$ cat src/rtl/decode_stage.sv
// RV32I decode stage: IF/ID pipeline register, 32x32 register file with
// write-through bypass, main/ALU control decoder and immediate extender.
module decode_stage #(
    parameter logic [31:0] NOP_INSTR = 32'h00000013
) (
    input  logic        clk,
    input  logic        rst,
    input  logic        StallD,
    input  logic        FlushD,
    input  logic [31:0] InstrF,
    input  logic [31:0] PCF,
    input  logic [31:0] PCPlus4F,
    input  logic        RegWriteW,
    input  logic [4:0]  RdW,
    input  logic [31:0] ResultW,
    output logic [31:0] PCD,
    output logic [31:0] PCPlus4D,
    output logic [31:0] RD1D,
    output logic [31:0] RD2D,
    output logic [31:0] ImmExtD,
    output logic [4:0]  Rs1D,
    output logic [4:0]  Rs2D,
    output logic [4:0]  RdD,
    output logic        RegWriteD,
    output logic [1:0]  ResultSrcD,
    output logic        MemWriteD,
    output logic        JumpD,
    output logic        BranchD,
    output logic [2:0]  ALUControlD,
    output logic        ALUSrcD,
    output logic        IllegalD
);

    localparam logic [6:0] OP_LOAD  = 7'b0000011;
    localparam logic [6:0] OP_STORE = 7'b0100011;
    localparam logic [6:0] OP_R     = 7'b0110011;
    localparam logic [6:0] OP_IALU  = 7'b0010011;
    localparam logic [6:0] OP_BEQ   = 7'b1100011;
    localparam logic [6:0] OP_JAL   = 7'b1101111;

    localparam logic [2:0] ALU_ADD = 3'b000;
    localparam logic [2:0] ALU_SUB = 3'b001;
    localparam logic [2:0] ALU_AND = 3'b010;
    localparam logic [2:0] ALU_OR  = 3'b011;
    localparam logic [2:0] ALU_SLT = 3'b101;

    typedef enum logic [2:0] {
        IMM_NONE = 3'd0,
        IMM_I    = 3'd1,
        IMM_S    = 3'd2,
        IMM_B    = 3'd3,
        IMM_J    = 3'd4
    } imm_src_t;

    logic [31:0] instr_r;
    logic [31:0] pc_r;
    logic [31:0] pc_plus4_r;
    logic        valid_r;
    logic [31:0] regs_r [32];

    logic [6:0]  op_s;
    logic [2:0]  f3_s;
    logic [6:0]  f7_s;
    logic        reg_write_s;
    logic [1:0]  result_src_s;
    logic        mem_write_s;
    logic        jump_s;
    logic        branch_s;
    logic        alu_src_s;
    logic [2:0]  alu_ctl_s;
    logic        illegal_s;
    logic        ctl_ok_s;
    logic [2:0]  funct_ctl_s;
    logic        f3_bad_s;
    logic        f7_bad_s;
    imm_src_t    imm_src_s;
    logic [31:0] imm_s;

    // IF/ID register; a bubble clears valid so the NOP never claims a write
    always_ff @(posedge clk) begin
        if (rst || FlushD) begin
            instr_r    <= NOP_INSTR;
            pc_r       <= 32'd0;
            pc_plus4_r <= 32'd0;
            valid_r    <= 1'b0;
        end else if (!StallD) begin
            instr_r    <= InstrF;
            pc_r       <= PCF;
            pc_plus4_r <= PCPlus4F;
            valid_r    <= 1'b1;
        end
    end

    // Register file write port; x0 is never written so it stays zero
    always_ff @(posedge clk) begin
        if (rst) begin
            for (int i = 0; i < 32; i++) begin
                regs_r[i] <= 32'd0;
            end
        end else if (RegWriteW && (RdW != 5'd0)) begin
            regs_r[RdW] <= ResultW;
        end
    end

    assign op_s = instr_r[6:0];
    assign f3_s = instr_r[14:12];
    assign f7_s = instr_r[31:25];
    assign Rs1D = instr_r[19:15];
    assign Rs2D = instr_r[24:20];
    assign RdD  = instr_r[11:7];
    assign PCD      = pc_r;
    assign PCPlus4D = pc_plus4_r;

    assign RD1D = (RegWriteW && (RdW != 5'd0) && (RdW == Rs1D)) ? ResultW : regs_r[Rs1D];
    assign RD2D = (RegWriteW && (RdW != 5'd0) && (RdW == Rs2D)) ? ResultW : regs_r[Rs2D];

    assign f7_bad_s = (op_s == OP_R) && (f7_s != 7'b0000000) && (f7_s != 7'b0100000);

    // ALU operation for R-type and I-ALU instructions from funct3/funct7
    always_comb begin
        funct_ctl_s = ALU_ADD;
        f3_bad_s    = 1'b0;
        case (f3_s)
            3'b000:  funct_ctl_s = ((op_s == OP_R) && f7_s[5]) ? ALU_SUB : ALU_ADD;
            3'b010:  funct_ctl_s = ALU_SLT;
            3'b110:  funct_ctl_s = ALU_OR;
            3'b111:  funct_ctl_s = ALU_AND;
            default: f3_bad_s    = 1'b1;
        endcase
    end

    // Main decoder
    always_comb begin
        reg_write_s  = 1'b0;
        result_src_s = 2'b00;
        mem_write_s  = 1'b0;
        jump_s       = 1'b0;
        branch_s     = 1'b0;
        alu_src_s    = 1'b0;
        alu_ctl_s    = ALU_ADD;
        imm_src_s    = IMM_NONE;
        illegal_s    = 1'b0;
        case (op_s)
            OP_LOAD: begin
                reg_write_s  = 1'b1;
                alu_src_s    = 1'b1;
                result_src_s = 2'b01;
                imm_src_s    = IMM_I;
            end
            OP_STORE: begin
                mem_write_s = 1'b1;
                alu_src_s   = 1'b1;
                imm_src_s   = IMM_S;
            end
            OP_R: begin
                reg_write_s = 1'b1;
                alu_ctl_s   = funct_ctl_s;
                illegal_s   = f3_bad_s | f7_bad_s;
            end
            OP_IALU: begin
                reg_write_s = 1'b1;
                alu_src_s   = 1'b1;
                alu_ctl_s   = funct_ctl_s;
                imm_src_s   = IMM_I;
                illegal_s   = f3_bad_s;
            end
            OP_BEQ: begin
                branch_s  = 1'b1;
                alu_ctl_s = ALU_SUB;
                imm_src_s = IMM_B;
            end
            OP_JAL: begin
                reg_write_s  = 1'b1;
                jump_s       = 1'b1;
                alu_src_s    = 1'b1;
                result_src_s = 2'b10;
                imm_src_s    = IMM_J;
            end
            default: illegal_s = 1'b1;
        endcase
    end

    // Immediate extender, sign always taken from bit 31
    always_comb begin
        imm_s = 32'd0;
        case (imm_src_s)
            IMM_I:   imm_s = {{20{instr_r[31]}}, instr_r[31:20]};
            IMM_S:   imm_s = {{20{instr_r[31]}}, instr_r[31:25], instr_r[11:7]};
            IMM_B:   imm_s = {{19{instr_r[31]}}, instr_r[31], instr_r[7], instr_r[30:25],
                              instr_r[11:8], 1'b0};
            IMM_J:   imm_s = {{11{instr_r[31]}}, instr_r[31], instr_r[19:12], instr_r[20],
                              instr_r[30:21], 1'b0};
            default: imm_s = 32'd0;
        endcase
    end

    // Side-effecting controls only for a valid, legal instruction
    assign ctl_ok_s    = valid_r & ~illegal_s;
    assign RegWriteD   = reg_write_s & ctl_ok_s;
    assign MemWriteD   = mem_write_s & ctl_ok_s;
    assign JumpD       = jump_s & ctl_ok_s;
    assign BranchD     = branch_s & ctl_ok_s;
    assign ResultSrcD  = result_src_s;
    assign ALUSrcD     = alu_src_s;
    assign ALUControlD = alu_ctl_s;
    assign ImmExtD     = imm_s;
    assign IllegalD    = illegal_s;

endmodule

$ cat config.mk
export PLATFORM = sky130hd
export DESIGN_NAME = decode_stage
export DESIGN_NICKNAME = d
export VERILOG_FILES = /design/src/rtl/decode_stage.sv
export SDC_FILE = /design/constraint.sdc
export NUM_CORES = 2
export LEC_CHECK = 0
export ABC_AREA = 0
export CAP_MARGIN = 20
export CORE_MARGIN = 8
export CORE_UTILIZATION = 45
export CTS_BUF_LIST = sky130_fd_sc_hd__clkbuf_8
export CTS_CLUSTER_SIZE = 8
export DETAILED_ROUTE_END_ITERATION = 12
export HOLD_SLACK_MARGIN = 0.03
export SYNTH_ARGS = -nofsm -noshare
export SYNTH_HDL_FRONTEND = slang
export SYNTH_SLANG_ARGS = --single-unit
$ cat constraint.sdc
create_clock -name clk -period 5.7 [get_ports clk]
set_input_delay 0.57 -clock clk [delete_from_list [all_inputs] [get_ports clk]]
set_output_delay 0.57 -clock clk [all_outputs]
set_load 0.02 [all_outputs]
==> reports/results.md <==
| Quantity | Value | Unit |
|:---|:---|:---|
| Highest Clock Rate | 0.204 | GHz |
| Data arrival time of the worst path | 4.34 | ns |
| Clock buffers created by TritonCTS | 196 | - |
| CTS tree | done | - |
| Leading area contributor after synthesis | sky130_fd_sc_hd__edfxtp_1 | - |
| Most used flip-flop cell after synthesis | sky130_fd_sc_hd__edfxtp_1 | - |
| Placeable core region | 129,000 | um2 |
| DR DRC count | 0 | - |
| Endpoints failing hold | 0 | - |
| Count of nets left with antenna violations after detail routing | 0 | - |
| Final worst path period share | 0.862 | - |
| # fillers | 10,600 | - |
| Yosys warning count | 0 | - |
| Die boundary height | 375 | um |
| Via count normalized by instance count | 6.28 | - |
| Total Nets Final | 4,325 | - |
| Via count of the first global-routing pass | 38,300 | - |
| Run status | finished, final reports clean | - |
| Row Count | 132 | - |
| Post-CTS setup buffers | 0 | - |
| Hold Crit Class | input pin to flop | - |
| Post-synthesis average cell area | 14.9 | um2 |
| Clock transition at the registers of the reported paths | 0.06 | ns |
| Aggregate global routing overflow | 0 | - |
| Relative contribution of the clock network to total power | 0.370 | - |
| Wire length per cell | 33.8 | um |
| Half-perimeter wire length after placement | 125,000 | um |
| Combinational cell fraction of total power | 0.115 | - |
| Max Slew Vio Count | 0 | - |
| Weighted congestion reported at the end of routability-driven placement | 0.835 | - |
| Horizontal die dimension | 375 | um |
| Proportion of layout cells with a drive suffix above 1 | 0.228 | - |
| Top post-synthesis cells by area | sky130_fd_sc_hd__edfxtp_1 (53%), sky130_fd_sc_hd__mux4_2 (20%), sky130_fd_sc_hd__and2_1 (11%) | - |
| Total die area | 141,000 | um2 |
| Share of the synthesized area in the top cell type | 0.529 | - |
| Switching power total | 0.00496 | W |
| Clk Latency, worst-skew pair | 0.90 | ns |
| Critical path class | flop to primary output | - |
| RSZ-0062 raised after global routing | false | - |
| Cells resized by post-CTS repair | 0 | - |
| Maximum buffer depth of the clock tree | 3 | - |
| Largest net degree at the start of global routing | 117 | - |
| Cell-internal power | 0.0139 | W |
| Initial antenna violation count | 20 | - |
| Final instance area | 66,700 | um2 |
| CTS root buf | sky130_fd_sc_hd__clkbuf_8 | - |
| Worst slew slack as a fraction of its limit | 0.246 | - |
| Total clock sinks | 1,131 | - |
| Detailed-route wire length | 204,000 | um |
| Final total power | 0.0189 | W |
| Largest driver fanout on the critical path | 25 | - |
| Delay of the slowest cell on the worst path | 0.77 | ns |
| Layout overhead on the synthesized area | 14.9 | % |
| Synthesized flop and latch total | 1,131 | - |
| Number of failing setup endpoints in the final timing report | 0 | - |
| Number of port buffers | 323 | - |
| Post-Synthesis Cell Area | 58,100 | um2 |
| DR pass1 iterations | 6 | - |
| Gate count after technology mapping | 3,908 | - |
| Hold buffer count at cts | 0 | - |
| EDFF count, synth | 1,024 | - |
| Worst setup slack for register-to-register paths | 4.60 | ns |
| Number of levels in the clock H-tree | 4 | - |
| Detailed router's first-iteration violation count | 5,055 | - |
| Final period demand of the worst path | 4.91 | ns |
| WHS | 0.125 | ns |
| Register share of total power | 0.515 | - |
| Share of the yosys chip area belonging to registers | 0.566 | - |
| Wire length of the first global-routing pass | 285,000 | um |
| Most common cell in the netlist | sky130_fd_sc_hd__edfxtp_1 | - |
| Async S/R FF share, synth | 0 | - |
| Slew at the pin with the worst max-slew slack | 1.13 | ns |
| Setup clock skew after layout | 0.0194 | ns |
| Peak VDD IR | 0.277 | mV |
| Max-capacitance violation count | 0 | - |
| Worst Setup End Kind | primary output | - |
| Switching part of the total | 0.263 | - |
| Top post-synthesis cells by count | sky130_fd_sc_hd__edfxtp_1 (1,024), sky130_fd_sc_hd__and2_1 (999), sky130_fd_sc_hd__mux4_2 (507) | - |
| Total leakage power | 22.5 | nW |
| Power per cell area | 283 | nW/um2 |
| Num ports | 324 | - |
| Vias post-DR | 37,900 | - |
| Effective utilization at floorplan | 0.451 | - |
| Final-layout setup total negative slack | 0 | ns |
| Post-synthesis cell type count | 48 | - |
| Placed Area | 63,000 | um2 |
| CP Launch Type | flop | - |
| GR Util All Layers | 0.283 | - |
| Required arrival time at the worst endpoint | 5.13 | ns |
| Cells along the critical path | nor2b_1 > nand2_2 > buf_4 > o22ai_1 > or4_1 > o21ai_1 > clkdlybuf4s50_1 | - |
| Cell at the slowest stage of the critical path | sky130_fd_sc_hd__nand2_2 | - |
area by class of cell:
| cell class | instances | area, um2 | area share |
|---|---|---|---|
| flip-flops and latches | 1131 | 32900 | 0.493 |
| multi-input cells | 2372 | 23200 | 0.348 |
| repair buffers | 484 | 4900 | 0.0734 |
| clock buffers | 207 | 2850 | 0.0427 |
| well taps | 1675 | 2100 | 0.0314 |
| clock inverters | 146 | 702 | 0.0105 |
| diodes | 10 | 25.0 | 0.000375 |
| inverters | 2 | 7.51 | 0.000112 |
cells in the final DEF, fill, tap and decap left out, types with 80 or more instances in the layout:
| cell type | n |
|---|---|
| sky130_fd_sc_hd__mux2i_1 | 101 |
| sky130_fd_sc_hd__dfxtp_1 | 103 |
| sky130_fd_sc_hd__o22ai_1 | 252 |
| sky130_fd_sc_hd__buf_4 | 129 |
| sky130_fd_sc_hd__nand2_1 | 80 |
| sky130_fd_sc_hd__and2_1 | 999 |
| sky130_fd_sc_hd__nor2_1 | 107 |
| sky130_fd_sc_hd__edfxtp_1 | 1024 |
| sky130_fd_sc_hd__clkbuf_8 | 207 |
| sky130_fd_sc_hd__mux4_2 | 507 |
| sky130_fd_sc_hd__clkdlybuf4s50_1 | 321 |
worst paths after layout:
check	end	start	cells after the start
max	RD2D[10]	flop	7
min	regs_r[0][24]	rst	1
max reg2reg	flop	instr_r[19]	2
min reg2reg	PCD[7]	PCD[7]	2
metrics by stage:
step | setup slack (ns) | utilization | cells
6_report | 0.786 | 0.518 | 6027
5_1_grt | 0.623 | 0.518 | 6022
4_1_cts | 0.676 | 0.516 | 6008
3_5_place_dp | 1.48 | 0.489 | 5655
3_3_place_gp | 1.50 | 0.488 | 5651
2_1_floorplan | 2.87 | - | 3939
power by group through the flow:
stage	Combinational, W	Clock, W	Sequential (W)
6_report	0.00216	0.00698	0.00972
5_1_grt	0.00224	0.00740	0.00976
4_1_cts	0.00214	0.00707	0.00971
3_5_place_dp	0.00213	0	0.00988
3_3_place_gp	0.00212	0	0.00985
2_1_floorplan	0.00123	0	0.00979
state kept, by name, summed over array words and instances (netlist names), named ones only:
name / cells
regs_r: 1024
PCD: 32
PCPlus4D: 32
instr_r: 32
valid_r: 1
layer usage:
| metal | vias up | track usage | share of wire |
|---|---|---|---|
| met2 | 2449 | 0.452 | 0.47 |
| met3 | 389 | 0.0786 | 0.12 |
| met1 | 19500 | 0.373 | 0.38 |
| met4 | 4 | 0.0993 | 0.036 |
| met5 | - | 0 | 0.00013 |
| li1 | 15500 | - | - |
critical path: cells and delay by family, from the launching register on:
family	cells	cell delay (ns)
AND/OR/NAND/NOR	3	1.47
flip-flops	1	0.61
buffers and inverters	2	1.00
AO/OA/AOI/OAI	2	0.35
cells by family after synthesis:
kind of cell    count (synthesis)  share of synthesized area
other cells                     1                  0.0000646
flops                        1131                      0.566
compound gates                346                     0.0364
xor+xnor                       10                    0.00151
simple gates                 1373                      0.140
buf+inv                       436                     0.0403
mux                           611                      0.215
Power figures use the tool's default switching activity.
